--- src/rtl/seg_pkg.sv ---
// Shared definitions for the seven-segment sequence checker: segment codes,
// the invalid-digit marker, FSM state encoding and the wrap-around stepper.
`default_nettype none

package seg_pkg;

    // Active-low codes, written g..a (bit6..bit0)
    localparam logic [6:0] SEG_0 = 7'b1000000;
    localparam logic [6:0] SEG_1 = 7'b1111001;
    localparam logic [6:0] SEG_2 = 7'b0100100;
    localparam logic [6:0] SEG_3 = 7'b0110000;
    localparam logic [6:0] SEG_4 = 7'b0011001;
    localparam logic [6:0] SEG_5 = 7'b0010010;
    localparam logic [6:0] SEG_6 = 7'b0000010;
    localparam logic [6:0] SEG_7 = 7'b1111000;
    localparam logic [6:0] SEG_8 = 7'b0000000;
    localparam logic [6:0] SEG_9 = 7'b0010000;

    localparam logic [3:0] INVALID_DIGIT = 4'hF;

    typedef enum logic [1:0] {
        SYNC  = 2'd0,
        TRACK = 2'd1,
        WAIT  = 2'd2
    } state_t;

    function automatic logic [3:0] next_digit(
        input logic [3:0] cur,
        input logic       fwd,
        input logic [3:0] lo,
        input logic [3:0] hi
    );
        logic [3:0] nxt;
        if (fwd) begin
            nxt = (cur == hi) ? lo : cur + 4'd1;
        end else begin
            nxt = (cur == lo) ? hi : cur - 4'd1;
        end
        return nxt;
    endfunction

endpackage

`default_nettype wire

--- src/rtl/seg7_decode.sv ---
// Combinational active-low seven-segment pattern to digit decoder.
`default_nettype none

module seg7_decode
    import seg_pkg::*;
(
    input  logic [6:0] seg_i,
    output logic       valid_o,
    output logic [3:0] digit_o
);

    always_comb begin
        valid_o = 1'b1;
        digit_o = INVALID_DIGIT;
        case (seg_i)
            SEG_0:   digit_o = 4'd0;
            SEG_1:   digit_o = 4'd1;
            SEG_2:   digit_o = 4'd2;
            SEG_3:   digit_o = 4'd3;
            SEG_4:   digit_o = 4'd4;
            SEG_5:   digit_o = 4'd5;
            SEG_6:   digit_o = 4'd6;
            SEG_7:   digit_o = 4'd7;
            SEG_8:   digit_o = 4'd8;
            SEG_9:   digit_o = 4'd9;
            default: valid_o = 1'b0;
        endcase
    end

endmodule

`default_nettype wire

--- config.mk ---
export PLATFORM = sky130hd
export DESIGN_NAME = seg7_decode
export DESIGN_NICKNAME = d
export VERILOG_FILES = /design/src/rtl/seg_pkg.sv /design/src/rtl/seg7_decode.sv
export SDC_FILE = /design/constraint.sdc
export NUM_CORES = 1
export LEC_CHECK = 0
export CORE_AREA = 2 2 39 41
export DETAILED_ROUTE_END_ITERATION = 6
export DIE_AREA = 0 0 41 43
export SYNTH_ARGS = -nofsm -noshare
export SYNTH_HDL_FRONTEND = slang
export SYNTH_SLANG_ARGS = --single-unit
--- constraint.sdc ---
create_clock -name vclk -period 1.7
set_clock_uncertainty 0.1 [all_clocks]
set_input_delay 0.34 -clock vclk [all_inputs]
set_output_delay 0.34 -clock vclk [all_outputs]
set_load 0.02 [all_outputs]
==> impl_metrics.yaml <==
synthesis:
  synth_compound_area_frac: 0.433
  synthSimpleGateAreaFrac: 0.475
  synth_fa_ha_area_frac: 0
  yosysSeqAreaShare: 0
  synth_xor_area_frac: 0.0496
  syn-num-nets: 34
  yosys-mux-area-fraction: 0
  syn_inst: 27
  yosysUniqueCellTypes: 19
  synth_top_family_by_area: "simple AND/OR/NAND/NOR gates"
  syn_area_per_cell_sq_um: 6.53
  synth.yosys.warnings: 0
  synth_area_sq_um: 176
floorplan:
  fp.coreArea_sq_mm: 0.00138
  num_rows: 14
  start_util: 0.127
  dieArea_sq_mm: 0.00176
  fp.dieH_um: 43
  io_pins: 12
  die_w_um: 41
run_status:
  status: "finished, violations left"
  violations: "setup timing"
final_layout:
  drive_above_1_share: 0.625
  final_cell_mix: "buf_4, buf_6, nand2_1"
  fin_util: 0.336
  layout.cells.most_common: "buf_4"
  diodes: 0
  fillCellCount: 160
  final_nets: 57
  syn_to_final_growth_pct: 164
  final_area_sq_um: 465
  seq_cell_count: 0
  clkbuf_count: 0
  seq_area_sq_um: 0
sta:
  post-route-min-period_ps: 1780
  worst_pin_slew_ps: 252
  finalSetupTns_ps: -266
  rsz0062_at_grt: "yes"
  maxSlewViolCount: 0
  period_share: 1.05
  max_slew_margin: 0.831
  hold_viol: 0
  hold_slack_ps: 1020
  setup_viol: 4
  worst_slack_ps: -79.6
  max_freq_mhz: 562
place:
  place_ws_ps: -960
  place.gp.congestion: 0.748
  io_buffers: 12
  post-dp-hpwl_um: 497
  placed_area_sq_um: 369
setup_path:
  cp_top_family: "simple AND/OR/NAND/NOR gates"
  path_max_fanout: 5
  critPathMaxStageDelay_ps: 400
  cp_num_buf_inv: 2
  end_kind: "primary output"
  cp_slowest_cell: "or3_4"
  arrival_ps: 1340
  cp-start-kind: "primary input"
  cp.required_ps: 1260
  crit_type: "in2out"
  cp_cell_sequence: "buf_8 -> or3_4 -> o211ai_4 -> o21ai_1 -> buf_4"
route:
  drt-met1-wl_um: 322
  drtIter0Drc: 2
  viasPerCell: 4.45
  dr.max_layer_used: "met3"
  drcViolationCount: 0
  wl_per_cell_um: 11.2
  drt_pass1_iterations: 3
  met2_length_um: 345
  routed_wl_um: 716
  wl_met3_um: 48
  vias: 285
  detail-route-antenna-nets: 0
global_routing:
  grt_max_degree: 7
  antenna_found_initial: 0
  gr-usage-all-layers: 0.0891
  grt_pass1_vias: 284
  globalRouteOverflowTotal: 0
  grt_first_pass_wirelength_um: 1180
power_and_ir_drop:
  max-vdd-ir-drop_v: 0.0000490
  power_density_mw_per_mm2: 210
  p_leak_nw: 0.192
run:
  max-cap-violations: 0
hold_path:
  min_path_type: "in2out"
-- through the flow --
stage | total power, mW | std cells
global placement | 0.0735 | 62
detailed placement | 0.0734 | 62
global route | 0.104 | 64
CTS | 0.0922 | 64
floorplan | 0.0252 | 27
finish | 0.0975 | 64
-- routing by layer --
metal | global-route usage | vias up
li1 | - | 148
met1 | 0.121 | 130
met2 | 0.156 | 7
met3 | 0.00524 | 0
met4 | 0 | 0
met5 | 0 | -
-- path summary, 6_finish.rpt --
path / start / endpoint / slack (ps) / cells after the start
worst min-delay path: seg_i[2] / digit_o[2] / 1020 / 4
worst max-delay path: seg_i[6] / digit_o[3] / -80 / 5
-- logic make-up after synthesis --
group	Yosys count
compound gates	10
xor+xnor	1
buf+inv	2
simple gates	14
-- final cells by class --
type | count | area (sq um) | area share
inverters | 2 | 7.51 | 0.0161
multi-input cells | 25 | 245 | 0.527
well taps | 16 | 20.0 | 0.0430
repair buffers | 21 | 193 | 0.414
-- power by group --
group | switching [mW] | internal [mW] | total (mW)
registers | 0 | 0 | 0
clock network | 0 | 0 | 0
logic | 0.0474 | 0.0501 | 0.0975
-- Yosys cell counts --
cell type	n	area [sq um]
a21oi_1	2	10.0
a31oi_1	1	6.26
a32oi_1	1	8.76
and2_1	1	6.26
and4b_1	1	10.0
inv_1	2	7.51
nand2_1	4	15.0
nand4_1	1	6.26
nor2_1	1	3.75
nor2b_1	1	6.26
nor3_1	2	10.0
nor4b_1	1	8.76
o2111ai_2	1	15.0
o211ai_2	1	12.5
o21ai_0	3	15.0
o31a_1	1	8.76
or2_1	1	6.26
or3_4	1	11.3
xor2_1	1	8.76
-- timing repair --
| item | in CTS | in global routing |
|---|---|---|
| setup buffers | 2 | 0 |
| hold buffers | 0 | 0 |
| setup endpoints to repair | 5 | 5 |
| pin swaps | 10 | 7 |
| resized for setup | 80 | 6 |
No activity file was read; power rests on OpenSTA's default activity.
